<file path="src/rtl/led_frame_scheduler_if.sv">
`timescale 1ns/1ps
`default_nettype none
// ============================================================================
// Module   : led_frame_scheduler_if
// Brief    : Pixel fetch bus between the upstream pixel source and the scheduler
// Revision : 1.0 - initial release
// ============================================================================
interface led_frame_scheduler_if;
    logic [23:0] pixel_data;
    logic        pixel_valid;
    logic        pixel_ready;
    logic [15:0] pixel_index;

    modport master (
        output pixel_data,
        output pixel_valid,
        input  pixel_ready,
        input  pixel_index
    );

    modport slave (
        input  pixel_data,
        input  pixel_valid,
        output pixel_ready,
        output pixel_index
    );
endinterface
`default_nettype wire

</file>
<file path="src/rtl/led_frame_scheduler.sv">
`timescale 1ns/1ps
`default_nettype none
// ============================================================================
// Module   : led_frame_scheduler
// Brief    : Fetches NUM_LEDS pixels per frame tick and sends them as WS2812-style
//            NRZ pulses. Optional macro LED_FRAME_OVERRUN_COUNT_EN adds a
//            saturating count of start edges dropped while busy.
// Revision : 1.0 - initial release
// ============================================================================
module led_frame_scheduler #(
    parameter int NUM_LEDS     = 60,
    parameter int BIT_CYCLES   = 15,
    parameter int T0H_CYCLES   = 4,
    parameter int T1H_CYCLES   = 8,
    parameter int LATCH_CYCLES = 960
) (
    input  wire logic                 clock_12mhz,
    input  wire logic                 reset,
    input  wire logic                 frame_tick,
    led_frame_scheduler_if.slave      pix,
    output logic                      led_out,
    output logic                      busy,
    output logic                      frame_done
`ifdef LED_FRAME_OVERRUN_COUNT_EN
    ,
    input  wire logic                 overrun_clear,
    output logic [7:0]                overrun_count
`endif
);

    localparam int CYC_W = (BIT_CYCLES > 1) ? $clog2(BIT_CYCLES) : 1;
    localparam int LAT_W = (LATCH_CYCLES > 1) ? $clog2(LATCH_CYCLES) : 1;

    localparam logic [CYC_W-1:0] C_CYC_LAST = CYC_W'(BIT_CYCLES - 1);
    localparam logic [CYC_W-1:0] C_T0H      = CYC_W'(T0H_CYCLES);
    localparam logic [CYC_W-1:0] C_T1H      = CYC_W'(T1H_CYCLES);
    localparam logic [LAT_W-1:0] C_LAT_LAST = LAT_W'(LATCH_CYCLES - 1);
    localparam logic [15:0]      C_PIX_LAST = 16'(NUM_LEDS - 1);

    typedef enum logic [1:0] {
        S_IDLE  = 2'd0,
        S_FETCH = 2'd1,
        S_SEND  = 2'd2,
        S_LATCH = 2'd3
    } state_t;

    state_t            r_state,       w_state_nxt;
    logic              r_tick_d;
    logic [23:0]       r_shift,       w_shift_nxt;
    logic [4:0]        r_bit_cnt,     w_bit_cnt_nxt;
    logic [CYC_W-1:0]  r_cyc_cnt,     w_cyc_cnt_nxt;
    logic [LAT_W-1:0]  r_lat_cnt,     w_lat_cnt_nxt;
    logic [15:0]       r_pixel_index, w_pixel_index_nxt;
    logic              r_led_out,     w_led_out_nxt;
    logic              r_frame_done,  w_frame_done_nxt;
    logic              w_start;

    assign w_start         = frame_tick & ~r_tick_d;
    assign pix.pixel_ready = (r_state == S_FETCH);
    assign pix.pixel_index = r_pixel_index;
    assign led_out         = r_led_out;
    assign busy            = (r_state != S_IDLE);
    assign frame_done      = r_frame_done;

    always_ff @(posedge clock_12mhz or posedge reset) begin
        if (reset) begin
            r_state       <= S_IDLE;
            r_tick_d      <= 1'b1;
            r_shift       <= '0;
            r_bit_cnt     <= '0;
            r_cyc_cnt     <= '0;
            r_lat_cnt     <= '0;
            r_pixel_index <= '0;
            r_led_out     <= 1'b0;
            r_frame_done  <= 1'b0;
        end else begin
            r_state       <= w_state_nxt;
            r_tick_d      <= frame_tick;
            r_shift       <= w_shift_nxt;
            r_bit_cnt     <= w_bit_cnt_nxt;
            r_cyc_cnt     <= w_cyc_cnt_nxt;
            r_lat_cnt     <= w_lat_cnt_nxt;
            r_pixel_index <= w_pixel_index_nxt;
            r_led_out     <= w_led_out_nxt;
            r_frame_done  <= w_frame_done_nxt;
        end
    end

    always_comb begin
        w_state_nxt       = r_state;
        w_shift_nxt       = r_shift;
        w_bit_cnt_nxt     = r_bit_cnt;
        w_cyc_cnt_nxt     = r_cyc_cnt;
        w_lat_cnt_nxt     = r_lat_cnt;
        w_pixel_index_nxt = r_pixel_index;
        w_frame_done_nxt  = 1'b0;
        w_led_out_nxt     = 1'b0;

        case (r_state)
            S_IDLE: begin
                if (w_start) begin
                    w_state_nxt       = S_FETCH;
                    w_pixel_index_nxt = '0;
                end
            end
            S_FETCH: begin
                if (pix.pixel_valid) begin
                    w_shift_nxt   = pix.pixel_data;
                    w_bit_cnt_nxt = 5'd23;
                    w_cyc_cnt_nxt = '0;
                    w_state_nxt   = S_SEND;
                end
            end
            S_SEND: begin
                if (r_cyc_cnt == C_CYC_LAST) begin
                    w_cyc_cnt_nxt = '0;
                    if (r_bit_cnt == 5'd0) begin
                        if (r_pixel_index == C_PIX_LAST) begin
                            w_state_nxt   = S_LATCH;
                            w_lat_cnt_nxt = '0;
                        end else begin
                            w_pixel_index_nxt = r_pixel_index + 16'd1;
                            w_state_nxt       = S_FETCH;
                        end
                    end else begin
                        w_shift_nxt   = {r_shift[22:0], 1'b0};
                        w_bit_cnt_nxt = r_bit_cnt - 5'd1;
                    end
                end else begin
                    w_cyc_cnt_nxt = r_cyc_cnt + 1'b1;
                end
            end
            S_LATCH: begin
                if (r_lat_cnt == C_LAT_LAST) begin
                    w_frame_done_nxt  = 1'b1;
                    w_pixel_index_nxt = '0;
                    w_state_nxt       = S_IDLE;
                end else begin
                    w_lat_cnt_nxt = r_lat_cnt + 1'b1;
                end
            end
            default: w_state_nxt = S_IDLE;
        endcase

        // Pulse level is derived from next-cycle counters so the first high
        // sample appears in the cycle right after the pixel is accepted.
        if (w_state_nxt == S_SEND)
            w_led_out_nxt = (w_cyc_cnt_nxt < (w_shift_nxt[23] ? C_T1H : C_T0H));
    end

`ifdef LED_FRAME_OVERRUN_COUNT_EN
    logic [7:0] r_overrun_count;

    assign overrun_count = r_overrun_count;

    always_ff @(posedge clock_12mhz or posedge reset) begin
        if (reset)
            r_overrun_count <= 8'd0;
        else if (overrun_clear)
            r_overrun_count <= 8'd0;
        else if (w_start && (r_state != S_IDLE) && (r_overrun_count != 8'hFF))
            r_overrun_count <= r_overrun_count + 8'd1;
    end
`endif

endmodule
`default_nettype wire
</file>
<file path="src/flat_wrapper.sv">
// flat-port wrapper written by rule: the top's interface ports become plain ports
module led_frame_scheduler_flat 
#(
    parameter int NUM_LEDS     = 60,
    parameter int BIT_CYCLES   = 15,
    parameter int T0H_CYCLES   = 4,
    parameter int T1H_CYCLES   = 8,
    parameter int LATCH_CYCLES = 960
)
  (clock_12mhz, reset, frame_tick, led_out, busy, frame_done, pix_pixel_data, pix_pixel_valid, pix_pixel_ready, pix_pixel_index);
  led_frame_scheduler_if pix_i ();
  input  wire logic clock_12mhz;
  input  wire logic reset;
  input  wire logic frame_tick;
  output logic led_out;
  output logic busy;
  output logic frame_done;
  input wire logic [$bits(pix_i.pixel_data)-1:0] pix_pixel_data;
  input wire logic [$bits(pix_i.pixel_valid)-1:0] pix_pixel_valid;
  output wire logic [$bits(pix_i.pixel_ready)-1:0] pix_pixel_ready;
  output wire logic [$bits(pix_i.pixel_index)-1:0] pix_pixel_index;
  assign pix_i.pixel_data = pix_pixel_data;
  assign pix_i.pixel_valid = pix_pixel_valid;
  assign pix_pixel_ready = pix_i.pixel_ready;
  assign pix_pixel_index = pix_i.pixel_index;
  led_frame_scheduler #(.NUM_LEDS(NUM_LEDS), .BIT_CYCLES(BIT_CYCLES), .T0H_CYCLES(T0H_CYCLES), .T1H_CYCLES(T1H_CYCLES), .LATCH_CYCLES(LATCH_CYCLES)) u_core (.clock_12mhz(clock_12mhz), .reset(reset), .frame_tick(frame_tick), .pix(pix_i), .led_out(led_out), .busy(busy), .frame_done(frame_done));
endmodule
</file>
<file path="config.mk">
export PLATFORM = sky130hd
export DESIGN_NAME = led_frame_scheduler_flat
export DESIGN_NICKNAME = d
export VERILOG_FILES = /design/src/rtl/led_frame_scheduler_if.sv /design/src/rtl/led_frame_scheduler.sv /design/src/flat_wrapper.sv
export SDC_FILE = /design/constraint.sdc
export NUM_CORES = 1
export LEC_CHECK = 0
export CORE_ASPECT_RATIO = 0.5
export CORE_MARGIN = 10
export CORE_UTILIZATION = 35
export DETAILED_ROUTE_END_ITERATION = 6
export GPL_ROUTABILITY_DRIVEN = 1
export GPL_TIMING_DRIVEN = 0
export PLACE_DENSITY = 0.64
export SLEW_MARGIN = 20
export SYNTH_ARGS = -nofsm -noshare
export SYNTH_HDL_FRONTEND = slang
export SYNTH_SLANG_ARGS = --single-unit
export TNS_END_PERCENT = 5
</file>
<file path="constraint.sdc">
create_clock -name clock_12mhz -period 2.4 [get_ports clock_12mhz]
set_input_delay 0.48 -clock clock_12mhz [delete_from_list [all_inputs] [get_ports clock_12mhz]]
set_output_delay 0.48 -clock clock_12mhz [all_outputs]
set_load 0.02 [all_outputs]
</file>
==> results.yml, run 1 <==
yosys:
  ys_seq_elements: 64
  ys_seq_area_share_pct: 46.1
  synthFlopType: "dfrtp_1"
  synth_edf_count: 0
  yosysUniqueCellTypes: 54
  synthTopCellsByCount: "dfrtp_1 (63), nand2_1 (53), o21ai_0 (49)"
  yosysMostFrequentCell: "dfrtp_1"
  ys_warn_count: 0
  syn_inst: 374
  synth_top_area_share_pct: 45.4
  synth.area.top_cells: "dfrtp_1 (45%), o21ai_0 (7.1%), nand2_1 (5.7%)"
  synthArstFlopShare_pct: 100
  syn_area_um2: 3470
  synth_nets: 414
  avgSynthCellArea_um2: 9.29
  synth_top_cell_by_area: "dfrtp_1"
clocking:
  cts.path.max_buffers: 2
  cts_tree: "built"
  clk_latency_ns: 0.33
  clock-sinks: 64
  ctsRootBufferMaster: "clkbuf_16"
  holdBufCountCts: 0
  htreeDepth: 3
  cts.clk_slew.worst_paths_ns: 0.05
  cts_buffers: 9
final_layout:
  final_area_um2: 4530
  syn2layout_area_growth_pct: 30.5
  fill_cells: 924
  insertedDiodeCount: 0
  drive_gt1_share_pct: 12.0
  nets: 479
sta:
  timing.setup.tns_ns: 0
  grt_setup_unrepaired: "true"
  slew_headroom_pct: 69.3
  slew_violations: 0
  setup_viol: 0
  max_freq_mhz: 437
  fin_ws_ns: 0.111
  worst_pin_slew_ns: 0.460
  post-route-min-period_ns: 2.29
  hold_viol_final: 0
  whs_ns: 0.480
  skew_ns: 0.00294
  finalCritPeriodShare_pct: 95.4
die:
  core_area_um2: 9570
  start_util_pct: 36.3
  pin_count: 48
  die_area_um2: 14600
  core.rowCount: 25
  fp.dieW_um: 161
  die_h_um: 90.4
setup_path:
  crit_start: "u_core.r_state[1]"
  ff2ff_path_depth: 10
  worst_setup_path_start_kind: "flop"
  worstPathRequired_ns: 1.92
  worstPathMaxFanout: 8
  endpoint_kind: "output pin"
  crit_arrival_ns: 1.81
  r2r-start: "u_core.r_state[1]"
  crit_type: "flop to output pin"
drt:
  drt-total-wl_um: 8880
  drt_pre_antenna_iters: 5
  wl_per_cell_um: 15.4
  ant_nets: 0
  post_drt_via_cell_ratio: 5.38
  via_count: 3112
  drc: 0
  drt-initial-drc-count: 279
global_route:
  grt_pass1_vias: 2961
  grt-ovfl-total: 0
  grt_usage_pct: 12.2
  grt_max_degree: 39
  grt_pass1_wl_um: 15000
  grt_antenna_before_repair: 0
placed_design:
  place_ws_ns: -0.263
  place_area_um2: 4140
  place_hpwl_um: 6190
  globalplace.congestion: 0.830
  buffer_ports.inserted: 47
outcome:
  run_status: "finished, final reports clean"
pwr:
  worst_ir_drop_vdd_mv: 0.422
  p_per_area_nw_per_um2: 837
  finalPower_uw: 3800
  leakage_uw: 0.00179
min_path:
  hp-class: "input pin to async pin"
job:
  max_cap_viol_count: 0
## cell families (layout without fill, tap and decap cells)
logic type | after synthesis | in the layout | share of synthesized area (%)
and+or+nand+nor | 141 | 141 | 21.4
muxes | 3 | 3 | 0.901
buffers and inverters | 30 | 99 | 3.24
adders and majority gates | 12 | 12 | 4.32
AOI/OAI and AO/OA | 120 | 120 | 23.0
xor gates and xnor gates | 4 | 4 | 1.01
DFF | 64 | 64 | 46.1
## layer usage
metal  share of wire (%)  vias up  GRT usage, %
met5                   0        -             0
met2                  44       74          18.4
li1                    -     1525             -
met3                 5.4       12          3.69
met4                 1.4        0          4.07
met1                  49     1501          16.2
## worst max-delay path: stages (launching register included)
cell             delay (ns)
dfrtp_1                0.43
inv_1                  0.13
ha_2                   0.28
clkdlybuf4s50_1        0.64
## metrics by stage
step                std cells  utilization (%)
finish                    578             47.4
global route              578             47.4
CTS                       572             46.0
detailed placement        557             43.2
global placement          556             43.0
floorplan                 374                -
## flip-flops by register name (all words and copies together), names as in the netlist
name / count
u_core.r_bit_cnt: 5
u_core.frame_done: 1
u_core.r_lat_cnt: 10
u_core.pix.pixel_index: 16
u_core.led_out: 1
u_core.r_tick_d: 1
u_core.r_shift: 24
u_core.r_cyc_cnt: 4
u_core.r_state: 2
## worst paths after layout
check,to,slack (ns)
hold reg to reg,u_core.r_shift[18],0.48
setup / recovery,pix_pixel_ready,0.11
max in group asynchronous,u_core.r_tick_d,1.35
hold / removal,u_core.r_shift[20],0.48
setup reg to reg,u_core.led_out,0.13
min in group clock_12mhz,u_core.r_shift[18],0.48
## cell type report
class                      instances  area [um^2]  share of cell area [%]
multi-input combinational        280         1840                    40.7
buffer                            17         81.3                    1.79
sequential                        64         1600                    35.4
timing repair buffer              54          536                    11.8
tap                              135          169                    3.73
inverter                          13         52.6                    1.16
clock buffer                      14          244                    5.38
clock inverter                     1         5.00                   0.110
## repair_timing
action                                  4_1_cts  5_1_grt
gates resized for setup                       9       29
cloned                                        0        0
buffers inserted                              0        6
pin swaps                                     0        8
endpoints found under the setup margin       41       42
## layout by cell type (no fill, tap or decap), types with 4 or more instances in the layout
cell              n
or3_1             8
a22oi_1          22
nand2_1          53
nor2_1            7
clkdlybuf4s50_1  47
dfrtp_1          63
inv_1             8
a21oi_1           6
nand4_1           7
and3_1            7
clkbuf_16         9
a22o_1            7
clkbuf_2          4
ha_1             10
o31ai_1           6
clkbuf_1         15
o21ai_0          49
nand2b_1          7
a21boi_0          4
nand3_1          22
buf_4             6
nor3_1            4
nor4_1            4
## report_power, final
part           internal, uW  leakage, uW  switching [uW]  total (uW)
sequential             1240     0.000861             120        1360
combinational           465     0.000805             839        1300
clock                   692     0.000121             439        1130
Note: power is estimated with default switching activity, not from simulation.
==> run 2: changes to the inputs <==
- CORE_UTILIZATION: 35 -> 45
- PLACE_DENSITY: 0.64 -> 0.77
==> run 2 against run 1 <==
Net effect:
- fmax decreased by 3.0%
- first-iteration DRC count unchanged
- via count increased by 1.3%
- final cell count decreased by 7.1%
==> results.yml, run 2 (synthesized netlist as in run 1, its figures left out) <==
pwr:
  leakage_uw: 0.00182
  clock_power_share_pct: 34.7
  swShare_pct: 34.5
  p_sw_uw: 1410
  comb_power_share_pct: 31.9
  p_per_area_nw_per_um2: 902
  worst_ir_drop_vdd_mv: 0.527
  p_seq_share_pct: 33.3
  intPower_uw: 2680
final_layout:
  final_area_um2: 4530
  syn2layout_area_growth_pct: 30.5
  insertedDiodeCount: 0
  nets: 477
  mostFrequentLayoutCells: "dfrtp_1 (63), nand2_1 (53), o21ai_0 (49)"
  regMostFlops: "u_core.r_shift"
  fill_cells: 594
  largest_reg_flops: 24
  final_common_cell: "dfrtp_1"
  drive_gt1_share_pct: 12.5
  stdcell_count: 537
die:
  start_util_pct: 46.9
  fp.dieW_um: 144
  core_area_um2: 7400
  die_h_um: 82.1
  pin_count: 48
  core.rowCount: 22
  die_area_um2: 11800
setup_path:
  worstPathRequired_ns: 2.63
  crit_start: "u_core.r_bit_cnt[0]"
  cpPeakStageDelay_ns: 0.43
  crit_arrival_ns: 2.58
  ff2ff_path_depth: 8
  reg2reg_setup_slack_ns: 0.04
  r2r_end: "u_core.r_lat_cnt[8]"
  crit_type: "flop to flop"
  path_cells: "inv_2, ha_1, nor4b_4, nand4_1, o31a_1, buf_6, a211o_1, a21o_1"
  endpoint_kind: "flop"
  worst_setup_path_start_kind: "flop"
  cp.depth: 8
  critical_path.top_delay_family: "compound AO/OA/AOI/OAI gates"
  r2r-start: "u_core.r_bit_cnt[0]"
  endpoint: "u_core.r_lat_cnt[8]"
  path_buf_inv: 2
  crit_slowest_cell: "o31a_1"
  worstPathMaxFanout: 10
sta:
  whs_ns: 0.477
  grt_setup_unrepaired: "true"
  setup_viol: 0
  fin_ws_ns: 0.0413
  skew_ns: 0.00854
  finalCritPeriodShare_pct: 98.3
  slew_headroom_pct: 68.5
  post-route-min-period_ns: 2.36
  worst_pin_slew_ns: 0.473
  max_freq_mhz: 424
  timing.setup.tns_ns: 0
  hold_viol_final: 0
  slew_violations: 0
drt:
  drt-initial-drc-count: 279
  drt-total-wl_um: 8630
  drt_pre_antenna_iters: 5
  via_count: 3153
  ant_nets: 0
  drc: 0
  wl_per_cell_um: 16.1
  post_drt_via_cell_ratio: 5.87
clocking:
  cts_buffers: 9
  cts.path.max_buffers: 2
  htreeDepth: 3
  cts_tree: "built"
  holdBufCountCts: 0
  cts.clk_slew.worst_paths_ns: 0.06
  ctsRootBufferMaster: "clkbuf_16"
  clk_latency_ns: 0.34
  clock-sinks: 64
placed_design:
  place_hpwl_um: 5930
  place_ws_ns: -0.220
  dp.cells: 518
  buffer_ports.inserted: 47
  globalplace.congestion: 0.849
  place_area_um2: 4090
outcome:
  run_status: "finished, final reports clean"
global_route:
  grt_pass1_wl_um: 14400
  grt_pass1_vias: 3058
  grt_max_degree: 38
  grt-ovfl-total: 0
  grt_usage_pct: 15.2
  grt_antenna_before_repair: 0
job:
  max_cap_viol_count: 0
min_path:
  hp-class: "input pin to async pin"
==> run 2: changes by cell type in the layout (fill, tap and decap cells not counted), moves of 2 or more <==
cell / before / now
clkbuf_8: 0 / 2
bufinv_16: 0 / 2
buf_4: 6 / 4
clkbuf_1: 15 / 10
==> run 2: area by class of cell <==
class | instances | area (um^2) | area share, %
multi-input combinational | 280 | 1830 | 40.3
sequential | 64 | 1600 | 35.4
timing repair buffer | 52 | 520 | 11.5
clock buffer | 12 | 256 | 5.66
tap | 96 | 120 | 2.65
buffer | 17 | 85.1 | 1.88
clock inverter | 3 | 65.1 | 1.44
inverter | 13 | 55.1 | 1.21
==> run 2: worst min-delay path by stage <==
stage	to	slack (ns)	cells after the start
2_1_floorplan	u_core.r_shift[22]	0.45	2
3_3_place_gp	u_core.r_shift[3]	0.46	2
3_5_place_dp	u_core.r_shift[9]	0.47	2
4_1_cts	u_core.r_shift[9]	0.48	2
5_1_grt	u_core.r_shift[6]	0.50	2
6_report	u_core.r_shift[6]	0.48	2
==> run 2: repair_timing <==
action	CTS	global route
resized for setup	9	31
pin swaps	0	7
setup buffers	0	4
endpoints found under the setup margin	41	46
==> run 2: through the flow <==
step           utilization, %  power [uW]
2_1_floorplan               -        2170
3_3_place_gp             54.9        2540
3_5_place_dp             55.2        2570
4_1_cts                  59.8        4030
5_1_grt                  61.2        4340
6_report                 61.2        4090
==> run 2: worst reg2reg max path: cells and delay by family, from the launching register on <==
family,cells,cell delay [ns]
simple gates,2,0.61
flops,1,0.39
fa+ha+maj,1,0.15
compound gates,3,0.83
buf+inv,2,0.26
==> run 2: metal layers <==
layer / vias up / global-route usage, % / routed length [um]
li1: 1524 / - / -
met1: 1524 / 19.3 / 4030
met2: 92 / 23.5 / 3940
met3: 13 / 5.07 / 516
met4: 0 / 7.01 / 144
met5: - / 0 / 0
==> run 2: power by group through the flow <==
stage	logic [uW]	clock network (uW)	registers [uW]
2_1_floorplan	810	0	1360
3_3_place_gp	1170	0	1360
3_5_place_dp	1200	0	1370
4_1_cts	1230	1440	1360
5_1_grt	1460	1490	1380
6_report	1300	1420	1360
